**src/rtl/core_bus_pkg.sv**
```systemverilog
// Shared constants and FSM state type for the core bus arbiter.
// Response, request and size codes match the downstream bus bridge.
package core_bus_pkg;

  localparam logic [1:0] RESP_OKAY = 2'b00;
  localparam logic [1:0] RESP_ERR  = 2'b10;

  localparam logic [1:0] REQ_READ  = 2'b00;
  localparam logic [1:0] REQ_WRITE = 2'b01;

  localparam logic [1:0] SIZE_B = 2'b00;
  localparam logic [1:0] SIZE_H = 2'b01;
  localparam logic [1:0] SIZE_W = 2'b10;
  localparam logic [1:0] SIZE_D = 2'b11;

  typedef enum logic {
    IDLE,
    BUSY
  } state_t;

endpackage

```
**src/rtl/core_bus_arbiter_rr_pick.sv**
```systemverilog
// Combinational winner selection: fixed priority or round-robin from ptr.
// Produces a one-hot grant and its encoded index.
module rr_pick #(
  parameter int NUM_CH = 2,
  parameter int IDX_W  = 1
) (
  input  logic [NUM_CH-1:0] req,
  input  logic [IDX_W-1:0]  ptr,
  input  logic              mode,
  output logic [NUM_CH-1:0] gnt,
  output logic [IDX_W-1:0]  idx
);

  localparam logic [IDX_W:0] NCH = (IDX_W+1)'(NUM_CH);

  logic           found;
  logic [IDX_W:0] cand;

  // Walk channels in priority order; first requester wins.
  always_comb begin
    gnt   = '0;
    idx   = '0;
    found = 1'b0;
    cand  = '0;
    for (int i = 0; i < NUM_CH; i++) begin
      if (mode) begin
        cand = {1'b0, ptr} + i[IDX_W:0];
        if (cand >= NCH) cand = cand - NCH;
      end else begin
        cand = i[IDX_W:0];
      end
      if (!found && req[cand[IDX_W-1:0]]) begin
        found                 = 1'b1;
        gnt[cand[IDX_W-1:0]]  = 1'b1;
        idx                   = cand[IDX_W-1:0];
      end
    end
  end

endmodule

```
**src/rtl/core_bus_arbiter.sv**
```systemverilog
// N-channel valid/ready arbiter onto a single downstream bus port.
// Optional BUSY timeout abort is enabled by defining ARB_TIMEOUT_EN.
module core_bus_arbiter
  import core_bus_pkg::*;
#(
  parameter int NUM_CH         = 2,
  parameter int ADDR_W         = 64,
  parameter int DATA_W         = 64,
  parameter int ARB_MODE       = 0,
  parameter int TIMEOUT_CYCLES = 255
) (
  input  logic                       clk,
  input  logic                       rst,
  input  logic [NUM_CH-1:0]          m_valid,
  input  logic [2*NUM_CH-1:0]        m_req,
  input  logic [NUM_CH*ADDR_W-1:0]   m_addr,
  input  logic [NUM_CH*DATA_W-1:0]   m_wdata,
  input  logic [2*NUM_CH-1:0]        m_size,
  output logic [NUM_CH-1:0]          m_ready,
  output logic [2*NUM_CH-1:0]        m_resp,
  output logic [NUM_CH*DATA_W-1:0]   m_rdata,
  output logic                       s_valid,
  output logic [1:0]                 s_req,
  output logic [ADDR_W-1:0]          s_addr,
  output logic [DATA_W-1:0]          s_wdata,
  output logic [1:0]                 s_size,
  input  logic                       s_ready,
  input  logic [1:0]                 s_resp,
  input  logic [DATA_W-1:0]          s_rdata,
  output logic [$clog2(NUM_CH)-1:0]  grant_id,
  output logic                       busy
);

  localparam int IDX_W = $clog2(NUM_CH);
  localparam logic [IDX_W-1:0] LAST = IDX_W'(NUM_CH - 1);

  state_t            state;
  logic [IDX_W-1:0]  rr_ptr;
  logic [NUM_CH-1:0] pick_gnt;
  logic [IDX_W-1:0]  pick_idx;
  logic [1:0]        sel_req;
  logic [ADDR_W-1:0] sel_addr;
  logic [DATA_W-1:0] sel_wdata;
  logic [1:0]        sel_size;
  logic              done;
  logic              tmo;

  rr_pick #(
    .NUM_CH (NUM_CH),
    .IDX_W  (IDX_W)
  ) u_pick (
    .req  (m_valid),
    .ptr  (rr_ptr),
    .mode (ARB_MODE != 0),
    .gnt  (pick_gnt),
    .idx  (pick_idx)
  );

  // One-hot AND-OR mux of the winning channel's request fields.
  always_comb begin
    sel_req   = '0;
    sel_addr  = '0;
    sel_wdata = '0;
    sel_size  = '0;
    for (int i = 0; i < NUM_CH; i++) begin
      if (pick_gnt[i]) begin
        sel_req   = sel_req   | m_req[2*i +: 2];
        sel_addr  = sel_addr  | m_addr[ADDR_W*i +: ADDR_W];
        sel_wdata = sel_wdata | m_wdata[DATA_W*i +: DATA_W];
        sel_size  = sel_size  | m_size[2*i +: 2];
      end
    end
  end

  // Completion is dropped when reset lands in the same cycle.
  assign done = busy & s_ready & ~rst;

`ifdef ARB_TIMEOUT_EN
  localparam int TW = $clog2(TIMEOUT_CYCLES + 1);
  logic [TW-1:0] tcnt;
  assign tmo = busy & ~s_ready & ~rst &
               (tcnt == TW'(TIMEOUT_CYCLES - 1));
`else
  assign tmo = 1'b0;
`endif

  // Route completion back to the granted channel only.
  always_comb begin
    m_ready = '0;
    m_resp  = '0;
    m_rdata = '0;
    if (done | tmo) begin
      m_ready[grant_id]               = 1'b1;
      m_resp[2*grant_id +: 2]         = tmo ? RESP_ERR : s_resp;
      m_rdata[DATA_W*grant_id +: DATA_W] = tmo ? '0 : s_rdata;
    end
  end

  // Arbitration FSM with registered downstream request.
  always_ff @(posedge clk) begin
    if (rst) begin
      state    <= IDLE;
      s_valid  <= 1'b0;
      s_req    <= '0;
      s_addr   <= '0;
      s_wdata  <= '0;
      s_size   <= '0;
      grant_id <= '0;
      busy     <= 1'b0;
      rr_ptr   <= '0;
`ifdef ARB_TIMEOUT_EN
      tcnt     <= '0;
`endif
    end else begin
      unique case (state)
        IDLE: begin
          if (|m_valid) begin
            state    <= BUSY;
            s_valid  <= 1'b1;
            busy     <= 1'b1;
            s_req    <= sel_req;
            s_addr   <= sel_addr;
            s_wdata  <= sel_wdata;
            s_size   <= sel_size;
            grant_id <= pick_idx;
`ifdef ARB_TIMEOUT_EN
            tcnt     <= '0;
`endif
          end
        end
        BUSY: begin
          if (done | tmo) begin
            state   <= IDLE;
            s_valid <= 1'b0;
            busy    <= 1'b0;
            rr_ptr  <= (grant_id == LAST) ? '0 : grant_id + 1'b1;
          end
`ifdef ARB_TIMEOUT_EN
          else begin
            tcnt <= tcnt + 1'b1;
          end
`endif
        end
        default: state <= IDLE;
      endcase
    end
  end

endmodule

```
**config.mk**
```make
export PLATFORM = sky130hd
export DESIGN_NAME = core_bus_arbiter
export DESIGN_NICKNAME = d
export VERILOG_FILES = /design/src/rtl/core_bus_pkg.sv /design/src/rtl/core_bus_arbiter_rr_pick.sv /design/src/rtl/core_bus_arbiter.sv
export SDC_FILE = /design/constraint.sdc
export NUM_CORES = 1
export LEC_CHECK = 0
export CAP_MARGIN = 20
export CORE_AREA = 2 2 238 240
export CTS_CLUSTER_DIAMETER = 60
export CTS_CLUSTER_SIZE = 24
export DETAILED_ROUTE_END_ITERATION = 8
export DIE_AREA = 0 0 240 242
export PLACE_DENSITY = 0.42
export SLEW_MARGIN = 30
export SYNTH_ARGS = -nofsm -noshare
export SYNTH_HDL_FRONTEND = slang
export SYNTH_SLANG_ARGS = --single-unit
```
**constraint.sdc**
```tcl
create_clock -name clk -period 2.2 [get_ports clk]
set_input_delay 0.33 -clock clk [delete_from_list [all_inputs] [get_ports clk]]
set_output_delay 0.33 -clock clk [all_outputs]
set_load 0.01 [all_outputs]
```
==> impl_metrics.tcl <==
set metrics [dict create \
    cts_made_buffers 17 \
    gr-total-overflow 0 \
    dieWidth_um 240 \
    drive_gt1_share_pct 6.94 \
    leakagePower_nw 5.63 \
    wirelength_um 49200 \
    crit_start "s_ready" \
    period_share_pct 97.0 \
    start_util_pct 14.5 \
    r2r_end "s_wdata[14]$_SDFFE_PP0P_" \
    drv_cap 0 \
    post-route-drc-count 0 \
    final_antenna_net_count 0 \
    finalPower_mw 8.11 \
    vias 9332 \
    layout_common_cells "466 x clkdlybuf4s50_1, 134 x inv_1, 133 x dfxtp_1" \
    r2r_slack_ns 0.53 \
    core_area_sq_um 55700 \
    hp-class "input pin to register" \
    dp_hpwl_um 37900 \
    hold_viol 0 \
    fin_crit_ns 2.13 \
    drt-initial-drc-count 328 \
    final_util_pct 27.8 \
    crit_type "input pin to output pin" \
    cts.clk_slew.worst_paths_ns 0.06 \
    grt_max_degree 87 \
    cts_root_buf "clkbuf_16" \
    grt_usage_pct 16.5 \
    synth.cell_area_sq_um 8100 \
    reg2reg_depth 4 \
    p_per_area_nw_per_um2 523 \
    drt_pass1_iterations 4 \
    gp_congestion 0.869 \
    fmax_ghz 0.469 \
    mostFrequentLayoutCell "clkdlybuf4s50_1" \
    final_nets 1807 \
    setup.worst_path.end "m_rdata[73]" \
    wire_per_inst_um 21.7 \
    cts_sinks 135 \
    slew_viol_final 0 \
    grt_pass1_vias 9558 \
    setup_viol 0 \
    fp.dieH_um 242 \
    fin_worst_hold_slack_ns 0.223 \
    yosysWarnings 0 \
    timing.rr.start "state$_SDFF_PP0_" \
    htreeDepth 4 \
    top_level_ports 604 \
    grt_pass1_wl_um 68500 \
    synth.distinct_cells 22 \
    status "finished clean" \
    tightest_slew_ns 0.592 \
    ys_ff_latch 135 \
    area_delta_synth_final_pct 91.5 \
    cts_tree "built" \
    cts_buffer_depth 2 \
    syn_avg_cell_area_sq_um 8.76 \
    row_count 87 \
    relSlewSlack_pct 60.5 \
    start_kind "input pin" \
    syn_nets 1260 \
    crit_path_end_kind "output pin" \
    seq_area_frac_synth_pct 33.4 \
    antenna_found_initial 26 \
    worst_skew_pair.late_latency_ns 0.47 \
    place_inst 2203 \
    fill_cells 6057 \
    crit_fanout 21 \
    rsz0062_at_grt "true" \
    required_ns 1.87 \
    ir_drop_uv 467 \
    port_buffers 603 \
    via_per_inst 4.12 \
    syn_inst 925 \
    cp.arrival_ns 1.80 \
    instances_no_fill 2264 \
    dieArea_sq_um 58100 \
    final.setup_skew_ns 0.00747 \
]
critical path: stages:
cell	delay, ns
clkdlybuf4s50_1	0.52
and4b_2	0.29
buf_12	0.12
buf_12	0.13
and2_1	0.13
dlygate4sd2_1	0.28
synthesized netlist by cell type:
| master | instances | area share (%) |
|---|---|---|
| a2111oi_2 | 2 | 0.37 |
| nand2b_1 | 1 | 0.077 |
| a311oi_1 | 1 | 0.11 |
| a21oi_1 | 1 | 0.062 |
| nor3b_1 | 132 | 12 |
| dfxtp_1 | 135 | 33 |
| o21bai_4 | 1 | 0.23 |
| and4b_1 | 1 | 0.12 |
| a2111oi_1 | 69 | 8.5 |
| inv_1 | 134 | 6.2 |
| a221oi_1 | 1 | 0.11 |
| and2_1 | 132 | 10 |
| buf_2 | 41 | 2.5 |
| buf_4 | 4 | 0.37 |
| nor4b_1 | 132 | 14 |
| and4bb_1 | 1 | 0.15 |
| clkbuf_1 | 62 | 2.9 |
| a2111oi_0 | 61 | 6.6 |
| clkbuf_2 | 3 | 0.19 |
| nor3_1 | 1 | 0.062 |
| buf_6 | 9 | 1.3 |
| a21bo_2 | 1 | 0.12 |
sequential cells by signal, indices dropped and copies added (netlist names):
name / count
grant_id: 1
s_wdata: 64
s_req: 2
s_size: 2
s_addr: 64
state: 1
busy: 1
per-stage QoR:
| step | instance area (sq um) | setup TNS (ns) | setup WS, ns |
|---|---|---|---|
| finish | 15500 | 0 | 0.0656 |
| global route | 15500 | -0.00621 | -0.00621 |
| CTS | 15400 | -0.0134 | -0.0134 |
| detailed placement | 15000 | -23.84 | -0.254 |
| global placement | 15000 | -20.28 | -0.200 |
| floorplan | 8100 | 0 | 0.507 |
logic make-up (layout without fill, tap and decap cells):
logic type             after synthesis  count (layout)  share of synthesized area (%)
buffers and inverters              253             813                           13.4
AOI/OAI and AO/OA                  137             137                           16.1
other                                0              23                              0
and+or+nand+nor                    400             400                           37.1
DFF                                135             135                           33.4
per-layer routing:
metal / up-vias / wire length, um / global-route usage (%)
li1: 4489 / - / -
met1: 4376 / 17100 / 15.6
met2: 391 / 25800 / 30.2
met3: 68 / 3630 / 5.15
met4: 8 / 2620 / 11.0
met5: - / 48 / 0
how the worst min path moves through the flow:
| stage | start | endpoint | slack, ns | cells past startpoint |
|---|---|---|---|---|
| floorplan | s_ready | state$_SDFF_PP0_ | 0.45 | 1 |
| global placement | s_addr[59]$_SDFFE_PP0P_ | s_addr[59]$_SDFFE_PP0P_ | 0.45 | 2 |
| detailed placement | s_wdata[37]$_SDFFE_PP0P_ | s_wdata[37]$_SDFFE_PP0P_ | 0.45 | 2 |
| CTS | rst | s_wdata[58]$_SDFFE_PP0P_ | 0.20 | 3 |
| global route | rst | s_wdata[58]$_SDFFE_PP0P_ | 0.21 | 3 |
| finish | rst | s_wdata[58]$_SDFFE_PP0P_ | 0.22 | 3 |
power breakdown:
part,internal (mW),switching (mW),total [mW]
sequential,2.68,0.127,2.81
clock,1.75,1.23,2.98
combinational,1.31,1.00,2.32
timing repair:
| item | in CTS | in global routing |
|---|---|---|
| hold buffers | 0 | 0 |
| cloned | 2 | 0 |
| gates resized for setup | 196 | 31 |
| buffers inserted | 4 | 0 |
| endpoints found under the setup margin | 134 | 30 |
area by class of cell:
class	instances	area, sq um	area share (%)
tap	756	946	6.10
antenna	23	57.6	0.371
multi-input combinational	537	4320	27.8
clock inverter	7	93.8	0.605
sequential	135	2710	17.5
inverter	134	503	3.24
clock buffer	25	485	3.13
timing repair buffer	647	6400	41.3
Power figures use the tool's default switching activity.
